File: src/rtl/regfile_port_arbiter.sv
// regfile_port_arbiter: round-robin read / fixed-priority write arbiter for a 1R1W register bank
module regfile_port_arbiter #(
  parameter int N_RD = 4,
  parameter int N_WR = 2,
  parameter int AW   = 9,
  parameter int DW   = 32
) (
  input  logic              clock,
  input  logic              reset,
  input  logic [N_RD-1:0]   rd_req_valid,
  output logic [N_RD-1:0]   rd_req_ready,
  input  logic [N_RD*AW-1:0] rd_req_addr,
  output logic [N_RD-1:0]   rd_rsp_valid,
  output logic [DW-1:0]     rd_rsp_data,
  input  logic [N_WR-1:0]   wr_req_valid,
  output logic [N_WR-1:0]   wr_req_ready,
  input  logic [N_WR*AW-1:0] wr_req_addr,
  input  logic [N_WR*DW-1:0] wr_req_data,
  output logic              mem_R0_en,
  output logic [AW-1:0]     mem_R0_addr,
  input  logic [DW-1:0]     mem_R0_data,
  output logic              mem_W0_en,
  output logic [AW-1:0]     mem_W0_addr,
  output logic [DW-1:0]     mem_W0_data,
  output logic [15:0]       perf_conflict_cnt
);
  localparam int PW = N_RD > 1 ? $clog2(N_RD) : 1;
  localparam int QW = N_WR > 1 ? $clog2(N_WR) : 1;
  logic [PW-1:0]   r_rr_ptr;
  logic [N_RD-1:0] r_rsp_valid;
  logic [15:0]     r_conflict_cnt;
  logic            w_rd_any;
  logic [PW-1:0]   w_rd_idx;
  logic [N_RD-1:0] w_rd_gnt;
  logic            w_wr_any;
  logic [QW-1:0]   w_wr_idx;
  logic [N_WR-1:0] w_wr_gnt;
  // first valid reader at or after the round-robin pointer; nothing is granted in reset
  always_comb begin
    w_rd_any = 1'b0;
    w_rd_idx = '0;
    w_rd_gnt = '0;
    for (int k = 0; k < N_RD; k++) begin
      if (!w_rd_any && rd_req_valid[(int'(r_rr_ptr) + k) % N_RD]) begin
        w_rd_any = 1'b1;
        w_rd_idx = PW'((int'(r_rr_ptr) + k) % N_RD);
      end
    end
    w_rd_any = w_rd_any & ~reset;
    if (w_rd_any) w_rd_gnt[w_rd_idx] = 1'b1;
  end
  // lowest-index writer wins; nothing is granted in reset
  always_comb begin
    w_wr_any = 1'b0;
    w_wr_idx = '0;
    w_wr_gnt = '0;
    for (int k = 0; k < N_WR; k++) begin
      if (!w_wr_any && wr_req_valid[k]) begin
        w_wr_any = 1'b1;
        w_wr_idx = QW'(k);
      end
    end
    w_wr_any = w_wr_any & ~reset;
    if (w_wr_any) w_wr_gnt[w_wr_idx] = 1'b1;
  end
  assign rd_req_ready      = w_rd_gnt;
  assign mem_R0_en         = w_rd_any;
  assign mem_R0_addr       = w_rd_any ? rd_req_addr[int'(w_rd_idx)*AW +: AW] : '0;
  assign rd_rsp_valid      = r_rsp_valid;
  assign rd_rsp_data       = mem_R0_data;
  assign wr_req_ready      = w_wr_gnt;
  assign mem_W0_en         = w_wr_any;
  assign mem_W0_addr       = w_wr_any ? wr_req_addr[int'(w_wr_idx)*AW +: AW] : '0;
  assign mem_W0_data       = w_wr_any ? wr_req_data[int'(w_wr_idx)*DW +: DW] : '0;
  assign perf_conflict_cnt = r_conflict_cnt;
  // response strobe one cycle after the grant, pointer advance past the winner, saturating conflict count
  always_ff @(posedge clock) begin
    if (reset) begin
      r_rr_ptr       <= '0;
      r_rsp_valid    <= '0;
      r_conflict_cnt <= '0;
    end else begin
      r_rsp_valid <= w_rd_gnt;
      if (w_rd_any) r_rr_ptr <= PW'((int'(w_rd_idx) + 1) % N_RD);
      if ($countones(rd_req_valid) > 1 && r_conflict_cnt != 16'hFFFF) r_conflict_cnt <= r_conflict_cnt + 16'd1;
    end
  end
endmodule

File: config.mk
export PLATFORM = sky130hd
export DESIGN_NAME = regfile_port_arbiter
export DESIGN_NICKNAME = d
export VERILOG_FILES = /design/src/rtl/regfile_port_arbiter.sv
export SDC_FILE = /design/constraint.sdc
export NUM_CORES = 1
export LEC_CHECK = 0
export BUFFER_PORTS_ARGS = -buffer_cell sky130_fd_sc_hd__buf_4
export CAP_MARGIN = 30
export CORE_ASPECT_RATIO = 0.7
export CORE_MARGIN = 3
export CORE_UTILIZATION = 24
export CTS_BUF_LIST = sky130_fd_sc_hd__clkbuf_8
export CTS_CLUSTER_SIZE = 12
export DETAILED_ROUTE_END_ITERATION = 6
export PLACE_DENSITY = 0.64
export SYNTH_ARGS = -nofsm -noshare
export SYNTH_HDL_FRONTEND = slang
export SYNTH_SLANG_ARGS = --single-unit
File: constraint.sdc
create_clock -name clock -period 6.75 [get_ports clock]
set_clock_uncertainty 0.05 [all_clocks]
set_input_delay 1.6875 -clock clock [delete_from_list [all_inputs] [get_ports clock]]
set_output_delay 1.6875 -clock clock [all_outputs]
set_load 0.03 [all_outputs]
==> results by group, run 1 <==
Global routing
  – Initial antenna violation count: 0
  – Overall global routing resource usage: 0.165
  – Total global routing overflow: 0
  – Maximum number of pins on one net before global-route repair: 64
  – Global-route wire length before repair: 14,200 um
  – Via count of the first global-routing pass: ~2,800

Critical path
  – Data required time of the worst path: 5010 ps
  – Worst reg2reg endpoint: perf_conflict_cnt[6]
  – Critical Path AT: 3260 ps
  – Cells on worst reg2reg path: 6
  – Worst flop-to-flop path startpoint: perf_conflict_cnt[1]
  – Start point of the critical path: reset
  – Slack of the worst reg-to-reg path: 4980 ps
  – Worst setup path category: input port to output port
  – Critical path launch point type: input port
  – Critical-path maximum fanout: 63
  – Category of the worst setup path capture point: output port

Yosys
  – Netlist Area Pre-Place: 2250 um^2
  – Post-synth cell types: 40
  – Post-synthesis sequential element count: 22
  – Library cell occupying the most area in the post-synthesis netlist: dfxtp_1
  – Number of flops mapped to enable cells by yosys: 0
  – Yosys top cell area share: 0.196
  – Net Count, Synth: 463
  – Primary flip-flop cell chosen by synthesis mapping: dfxtp_1
  – Count of mapped cells out of synthesis: about 300
  – Cell types with the largest area share after synthesis: dfxtp_1 20%, a22oi_1 14%, buf_4 11%
  – Number of warning messages in the yosys log: 0
  – FFs w/ async S/R, synth: 0
  – Sequential share of the synthesized area: 0.196
  – Post-synthesis area per instance: 7.51 um^2

Power
  – Leakage dissipation: 1.77 nW
  – Worst IR Drop VDD: 0.0000703 V
  – Pwr dens: roughly 150 nW/um^2

Clock tree
  – Count of hold buffers inserted by post-cts repair: 0
  – Setup repair bufs after CTS: 0
  – Cts bufs inserted: 3
  – Maximum level of the CTS H-tree: 1
  – Number of gates resized after cts: 0
  – Clk Tree Root Cell: clkbuf_8
  – CTS tree: done
  – Bufs on Longest Clock Path: 2
  – Clock transition at the registers of the reported paths: 80 ps
  – Insertion delay of the later-clocked pin in the worst-skew pair: 260 ps
  – Num Clock Sinks: 22

Worst hold path
  – Hold-critical path endpoint: r_rr_ptr[0]
  – Beginning of the worst hold path: r_rr_ptr[0]
  – Type of the worst min-delay path: flip-flop to flip-flop
  – Worst hold path cell count: 2

Outcome
  – Result of the run: complete, no violations

Floorplanning
  – Width of the die: ~120 um
  – DIE HEIGHT: 86.9 um
  – Effective utilization at floorplan: 0.256
  – Number of placement rows: 28
  – Top-level port count: 268
  – Die Outline Area: around 11,000 um^2
  – Core area: ~9000 um^2

Route
  – DRC marker count from the first detailed-route iteration: around 180
  – DRC errors left: 0
  – Residual antenna-violating net count after detailed routing: 0
  – Final wirelength: 9190 um
  – Routed wirelength normalized by instance count: 16.0 um
  – First-pass iteration count of the detailed router: 4
  – Via Count: 2,797
  – Drt via density: 4.86

Final layout
  – Relative area change from synthesis to final layout: 63.8%
  – Total number of nets in the final design: 621
  – ANT cells: 0
  – Final Instance Area: 3680 um^2
  – Share of cells above drive strength 1: 0.487
  – Most common cell after layout, fill and taps aside: buf_4
  – Share of the core filled with cells: 0.420
  – Fin cells: roughly 580
  – Most used cells in the layout excluding fill and tap cells: 205 x buf_4, 61 x nor2_1, 41 x a22oi_1

STA
  – Number of setup violations in the final report: 0
  – Max Clock Freq: approximately 200 MHz
  – Share of the cycle needed by the critical path after routing: 0.741
  – Total Neg Setup Slack: 0 ps
  – RSZ-0062 raised after global routing: false
  – Actual transition at the worst max-transition pin: 634 ps
  – Relative slew margins: 0.577
  – Final max-slew violation count: 0
  – Crit path time final: approximately 5000 ps
  – Hold violation total from the final report: 0
  – Hold Worst Slack: ~470 ps

Placement
  – Gpl congestion: between 0.8 and 0.9
  – Port Buffer Count: 203
  – Area after detailed placement: around 3600 um^2
  – Instance count after placement with tap cells included: 572
  – Detailed-placement wirelength estimate: 7560 um

Flow run
  – Max-cap violations: 0
[final cells by class]
class,instances,area (um^2)
clock buffers,4,55.1
fillers,906,5080
inverters,7,26.3
multi-input cells,218,1470
flip-flops and latches,22,440
well taps,120,150
repair buffers,205,1540
[worst max-delay path by stage]
stage	end	slack [ps]
6_report	mem_R0_addr[3]	1750
5_1_grt	mem_R0_addr[6]	1580
4_1_cts	mem_R0_addr[3]	1750
3_5_place_dp	mem_R0_addr[3]	1740
3_3_place_gp	mem_W0_data[2]	1790
2_1_floorplan	mem_R0_addr[7]	1810
[critical path: stages]
cell and delay (ps):
buf_4 300, nor2_1 530, nand2_2 270, o22ai_1 260, buf_4 200
[state kept, by name, summed over array words and instances, names as in the netlist]
| register | flops |
|---|---|
| perf_conflict_cnt | 16 |
| rd_rsp_valid | 4 |
| r_rr_ptr | 2 |
[stage by stage]
stage	power (mW)	setup WS (ps)
floorplan	0.350	1810
global placement	0.441	1790
detailed placement	0.445	1740
CTS	0.543	1750
global route	0.571	1580
finish	0.536	1750
[where the power goes]
part | internal [mW] | leakage, nW | switching, mW | total, mW
Combinational | 0.134 | 1.56 | 0.162 | 0.296
Clock | 0.0520 | 0.0288 | 0.0429 | 0.0949
Sequential | 0.137 | 0.179 | 0.00734 | 0.145
Total | 0.324 | 1.77 | 0.212 | 0.536
[cells in the mapped netlist (2+ instances only)]
| cell | number |
|---|---|
| mux2i_1 | 21 |
| and2_1 | 9 |
| and4_1 | 2 |
| a31oi_1 | 2 |
| nand2_1 | 8 |
| o2111ai_1 | 3 |
| inv_1 | 7 |
| a22oi_1 | 41 |
| nand2b_1 | 3 |
| ha_1 | 5 |
| nand4_1 | 5 |
| buf_4 | 32 |
| a21oi_1 | 7 |
| o22ai_1 | 9 |
| xor2_1 | 12 |
| dfxtp_1 | 22 |
| o211ai_1 | 2 |
| clkbuf_1 | 18 |
| nor2b_1 | 3 |
| nand3_1 | 6 |
| buf_2 | 2 |
| nand2_2 | 2 |
| nor2_1 | 61 |
[logic make-up after synthesis]
group | count (synthesis) | synth area share
DFF | 22 | 0.196
and+or+nand+nor | 107 | 0.238
xor gates and xnor gates | 13 | 0.0507
AOI/OAI and AO/OA | 71 | 0.231
muxes | 21 | 0.0936
adders and majority gates | 6 | 0.0368
buffers and inverters | 59 | 0.153
[layer usage]
| layer | GRT usage | vias to the layer above | wire, um |
|---|---|---|---|
| met5 | 0 | - | 0 |
| met4 | 0.0346 | 0 | 124 |
| met3 | 0.0649 | 10 | 894 |
| met2 | 0.256 | 131 | 4310 |
| met1 | 0.218 | 1302 | 3860 |
| li1 | - | 1354 | - |
Power figures use the tool's default switching activity.
==> run 2: changes to the inputs <==
- PLACE_DENSITY: 0.64 -> 0.66
- clock period: 6.75 -> 4.6 ns (I/O delays scaled with it)
==> run 2 against run 1 <==
Wire length down 0.53%; largest cell class unchanged; non-clock buffer count up 1; critical path depth up 3; clock power up 21%; clock-buffer cell count down 1; sequential share of layout area about the same; utilization down 0.071 points; worst setup slack worse by 1100 ps; worst hold slack better by 14 ps; first-iteration DRC count down 29%; cell count unchanged; highest routed layer unchanged.
==> results by group, run 2 (synthesized netlist as in run 1, its figures left out) <==
Power
  – Leakage dissipation: 1.76 nW
  – Worst IR Drop VDD: 0.000107 V
  – Pwr dens: 208 nW/um^2

STA
  – Number of setup violations in the final report: 0
  – RSZ-0062 raised after global routing: false
  – Crit path time final: between 3000 and 4000 ps
  – Share of the cycle needed by the critical path after routing: 0.851
  – Final max-slew violation count: 0
  – Hold violation total from the final report: 0
  – Max Clock Freq: around 260 MHz
  – Hold Worst Slack: just under 500 ps
  – Relative slew margins: 0.581
  – Actual transition at the worst max-transition pin: approximately 630 ps
  – Total Neg Setup Slack: 0 ps

Floorplanning
  – Number of placement rows: 28
  – Effective utilization at floorplan: 0.256
  – Top-level port count: approximately 270
  – Width of the die: ~120 um
  – DIE HEIGHT: 86.9 um
  – Die Outline Area: approximately 11,000 um^2
  – Core area: 8760 um^2

Route
  – DRC marker count from the first detailed-route iteration: 130
  – Drt via density: 4.81
  – First-pass iteration count of the detailed router: 4
  – Via Count: 2,769
  – DRC errors left: 0
  – Routed wirelength normalized by instance count: 15.9 um
  – Final wirelength: 9140 um
  – Residual antenna-violating net count after detailed routing: 0

Clock tree
  – Number of gates resized after cts: 0
  – Maximum level of the CTS H-tree: 1
  – Insertion delay of the later-clocked pin in the worst-skew pair: 260 ps
  – Cts bufs inserted: 3
  – Bufs on Longest Clock Path: 2
  – Count of hold buffers inserted by post-cts repair: 0
  – Num Clock Sinks: 22
  – Clock transition at the registers of the reported paths: ~70 ps
  – CTS tree: done
  – Clk Tree Root Cell: clkbuf_8
  – Setup repair bufs after CTS: 0

Flow run
  – Max-cap violations: 0

Final layout
  – Most used cells in the layout excluding fill and tap cells: 206 x buf_4, 61 x nor2_1, 41 x a22oi_1
  – Final Instance Area: 3670 um^2
  – ANT cells: 0
  – Flip-flop count of the largest register after layout: 16
  – Total number of nets in the final design: 622
  – Fin cells: 576
  – Share of cells above drive strength 1: 0.487
  – Most common cell after layout, fill and taps aside: buf_4
  – Relative area change from synthesis to final layout: 63.5%

Placement
  – Port Buffer Count: slightly above 200
  – Area after detailed placement: about 3600 um^2
  – Gpl congestion: 0.833
  – Instance count after placement with tap cells included: 573
  – Detailed-placement wirelength estimate: 7550 um

Critical path
  – Data required time of the worst path: approximately 3400 ps
  – Critical path launch point type: input port
  – Critical-path maximum fanout: 18
  – Worst setup path category: input port to output port
  – Category of the worst setup path capture point: output port
  – Critical Path AT: around 2700 ps

Global routing
  – Initial antenna violation count: 0
  – Total global routing overflow: 0
  – Global-route wire length before repair: roughly 14,000 um
  – Overall global routing resource usage: 0.157
  – Via count of the first global-routing pass: about 2,700
  – Maximum number of pins on one net before global-route repair: 63

Outcome
  – Result of the run: complete, no violations

Worst hold path
  – Type of the worst min-delay path: flip-flop to flip-flop
==> run 2: changes by cell type in the layout (fill, tap and decap cells not counted) <==
cell / previous run / this run
buf_4: 205 / 206
clkbuf_8: 4 / 3
==> run 2: critical path, stage by stage <==
cell	delay [ps]
buf_4	130
a21oi_1	140
o21ai_0	130
a21oi_2	280
buf_4	350
mux2i_1	240
o22ai_1	110
buf_4	180
==> run 2: worst paths after layout <==
kind              cells past startpoint  slack (ps)                  from              endpoint
setup / recovery                      8         690       rd_req_valid[0]        mem_R0_addr[7]
hold reg to reg                       2         480           r_rr_ptr[0]           r_rr_ptr[0]
hold / removal                        2         480           r_rr_ptr[0]           r_rr_ptr[0]
setup reg to reg                      5        2830  perf_conflict_cnt[2]  perf_conflict_cnt[9]
==> run 2: final cells by class <==
class | instances | area [um^2]
Tap cell | 120 | 150
Inverter | 7 | 26.3
Sequential cell | 22 | 440
Fill cell | 909 | 5090
Clock buffer | 3 | 41.3
Timing Repair Buffer | 206 | 1550
Multi-Input combinational cell | 218 | 1470
==> run 2: where the power goes <==
part           internal [mW]  switching [mW]  total, mW
Sequential             0.202          0.0113      0.213
Clock                 0.0583          0.0564      0.115
Combinational          0.198           0.239      0.437
Total                  0.458           0.307      0.765
==> run 2: per-stage QoR <==
step / utilization / power [mW] / setup WS (ps)
after floorplan: - / 0.513 / 733
after global placement: 0.415 / 0.647 / 832
after detailed placement: 0.415 / 0.655 / 707
after CTS: 0.419 / 0.774 / 711
after global routing: 0.419 / 0.813 / 557
final: 0.419 / 0.765 / 686
==> run 2: metal layers <==
layer	wire (um)	global-route usage	vias to the layer above
met5	0	0	-
met4	61	0.0183	0
met3	854	0.0675	8
met2	4320	0.257	133
met1	3910	0.199	1274
li1	-	-	1354
==> run 3: changes to the inputs <==
- RECOVER_POWER: unset -> 25
==> run 3 against run 2 <==
Clock power hardly changed; first-iteration DRC count is 28% higher; register-to-register slack worse by 200 ps; worst setup slack worse by 190 ps; die area stayed put; worst hold slack got worse by 3.1 ps; flip-flop and latch count is the same; utilization decreased by 0.91 points; fmax shrank 4.7%; critical path depth decreased by 1; non-clock buffer count stayed put; sequential share of layout area is 0.27 points higher; largest cell class unchanged; largest power group unchanged.
==> results by group, run 3 (synthesized netlist as in run 1, its figures left out) <==
Clock tree
  – Count of hold buffers inserted by post-cts repair: 0
  – Clk Tree Root Cell: clkbuf_8
  – Num Clock Sinks: 22
  – Maximum level of the CTS H-tree: 1
  – Setup repair bufs after CTS: 0
  – CTS tree: done
  – Clock transition at the registers of the reported paths: 70 ps
  – Insertion delay of the later-clocked pin in the worst-skew pair: 260 ps
  – Number of gates resized after cts: 0
  – Cts bufs inserted: 3
  – Bufs on Longest Clock Path: 2

Final layout
  – Relative area change from synthesis to final layout: 59.9%
  – Total number of nets in the final design: 622
  – Flip-flop count of the largest register after layout: 16
  – Layout filler cell count: 925
  – Most common cell after layout, fill and taps aside: buf_4
  – ANT cells: 0
  – Share of the core filled with cells: 0.410
  – Share of cells above drive strength 1: 0.441
  – Multi-input gate area: 1460 um^2
  – Total area of sequential cells: ~440 um^2
  – Final Instance Area: 3590 um^2
  – Most used cells in the layout excluding fill and tap cells: 186 x buf_4, 61 x nor2_1, 41 x a22oi_1

Power
  – Worst IR Drop VDD: 0.000107 V
  – Pwr dens: 211 nW/um^2
  – Leakage dissipation: 1.68 nW
  – Power Total: roughly 760 uW

Critical path
  – Data required time of the worst path: roughly 3400 ps
  – Buffers and inverters on the worst path: 3
  – Peak per-stage delay on the critical path: approximately 610 ps
  – Category of the worst setup path capture point: output port
  – Worst flop-to-flop path startpoint: r_rr_ptr[0]
  – Worst reg2reg endpoint: rd_rsp_valid[0]
  – Critical path's most frequent cell: buf_4
  – Slack of the worst reg-to-reg path: 2630 ps
  – Slowest-stage cell, CP: a211oi_1
  – Family with the most delay on the worst path: compound AO/OA/AOI/OAI gates
  – Critical-path maximum fanout: 9
  – Worst setup path category: input port to output port
  – Critical Path AT: 2910 ps
  – Cells on worst reg2reg path: 6
  – Critical path launch point type: input port
  – Chain of cells forming the critical path: buf_4 -> inv_1 -> a22o_1 -> a211oi_1 -> nand2_2 -> o22ai_1 -> buf_4

Flow run
  – Max-cap violations: 0

STA
  – Actual transition at the worst max-transition pin: 684 ps
  – RSZ-0062 raised after global routing: false
  – Final max-slew violation count: 0
  – Max Clock Freq: 243 MHz
  – Crit path time final: 4110 ps
  – Share of the cycle needed by the critical path after routing: 0.893
  – Relative slew margins: 0.541
  – Number of setup violations in the final report: 0
  – Hold violation total from the final report: 0
  – Total Neg Setup Slack: 0 ps

Global routing
  – Maximum number of pins on one net before global-route repair: 63
  – Total global routing overflow: 0
  – Overall global routing resource usage: 0.157
  – Global-route wire length before repair: about 14,000 um
  – Initial antenna violation count: 0
  – Via count of the first global-routing pass: between 2,000 and 3,000

Route
  – DRC errors left: 0
  – Via Count: 2,760
  – DRC marker count from the first detailed-route iteration: about 170
  – Routed wirelength normalized by instance count: 15.9 um
  – First-pass iteration count of the detailed router: 6
  – Final wirelength: 9150 um
  – Residual antenna-violating net count after detailed routing: 0
  – Drt via density: 4.79

Worst hold path
  – Worst hold path cell count: 2
  – Hold-critical path endpoint: r_rr_ptr[0]
  – Type of the worst min-delay path: flip-flop to flip-flop
  – Beginning of the worst hold path: r_rr_ptr[0]

Outcome
  – Result of the run: complete, no violations

Floorplanning
  – Die Outline Area: 10,600 um^2
  – Core area: 8760 um^2
  – Top-level port count: 268
  – DIE HEIGHT: 86.9 um
  – Effective utilization at floorplan: 0.256
  – Width of the die: ~120 um
  – Number of placement rows: 28

Placement
  – Gpl congestion: about 0.83
  – Port Buffer Count: 203
  – Detailed-placement wirelength estimate: 7550 um
  – Area after detailed placement: 3630 um^2
-- run 3: cell types whose count changed in the layout (fill, tap and decap cells not counted), sizes merged --
cell,previous run,this run
buf,206,186
clkbuf,3,23
-- run 3: cell type report --
class | instances | area share
inverters | 7 | 0.00731
well taps | 120 | 0.0418
multi-input cells | 218 | 0.407
clock buffers | 3 | 0.0115
flip-flops and latches | 22 | 0.123
repair buffers | 206 | 0.410
-- run 3: layer usage --
layer / vias to the layer above / share of wire / GRT usage
met5: - / 0 / 0
met4: 0 / 0.0067 / 0.0183
met3: 8 / 0.097 / 0.0675
met2: 143 / 0.47 / 0.257
met1: 1255 / 0.43 / 0.199
li1: 1354 / - / -
-- run 3: where the power goes --
group          internal, mW  leakage [nW]  switching, mW
Combinational         0.190          1.48          0.239
Clock                0.0583        0.0216         0.0573
Sequential            0.202         0.179         0.0107
-- run 3: stage by stage --
step / std cells / setup slack [ps] / hold WS [ps]
2_1_floorplan: 299 / 733 / 416
3_3_place_gp: 573 / 832 / 452
3_5_place_dp: 573 / 707 / 465
4_1_cts: 576 / 711 / 478
5_1_grt: 576 / 357 / 521
6_report: 576 / 493 / 481
-- run 3: worst max-delay path by stage --
stage / from / to / slack (ps) / cells after the start
final: rd_req_valid[3] / mem_R0_addr[6] / 490 / 7
after global routing: rd_req_valid[3] / mem_R0_addr[6] / 360 / 8
after CTS: rd_req_valid[0] / mem_R0_addr[7] / 710 / 8
after detailed placement: rd_req_valid[0] / mem_R0_addr[7] / 710 / 8
after global placement: rd_req_valid[0] / mem_R0_addr[0] / 830 / 8
after floorplan: reset / mem_R0_addr[7] / 730 / 5
-- run 3: worst min-delay path: stages, from the launching register on --
cell and delay [ps]:
dfxtp_1 320, inv_1 90, a211oi_1 70
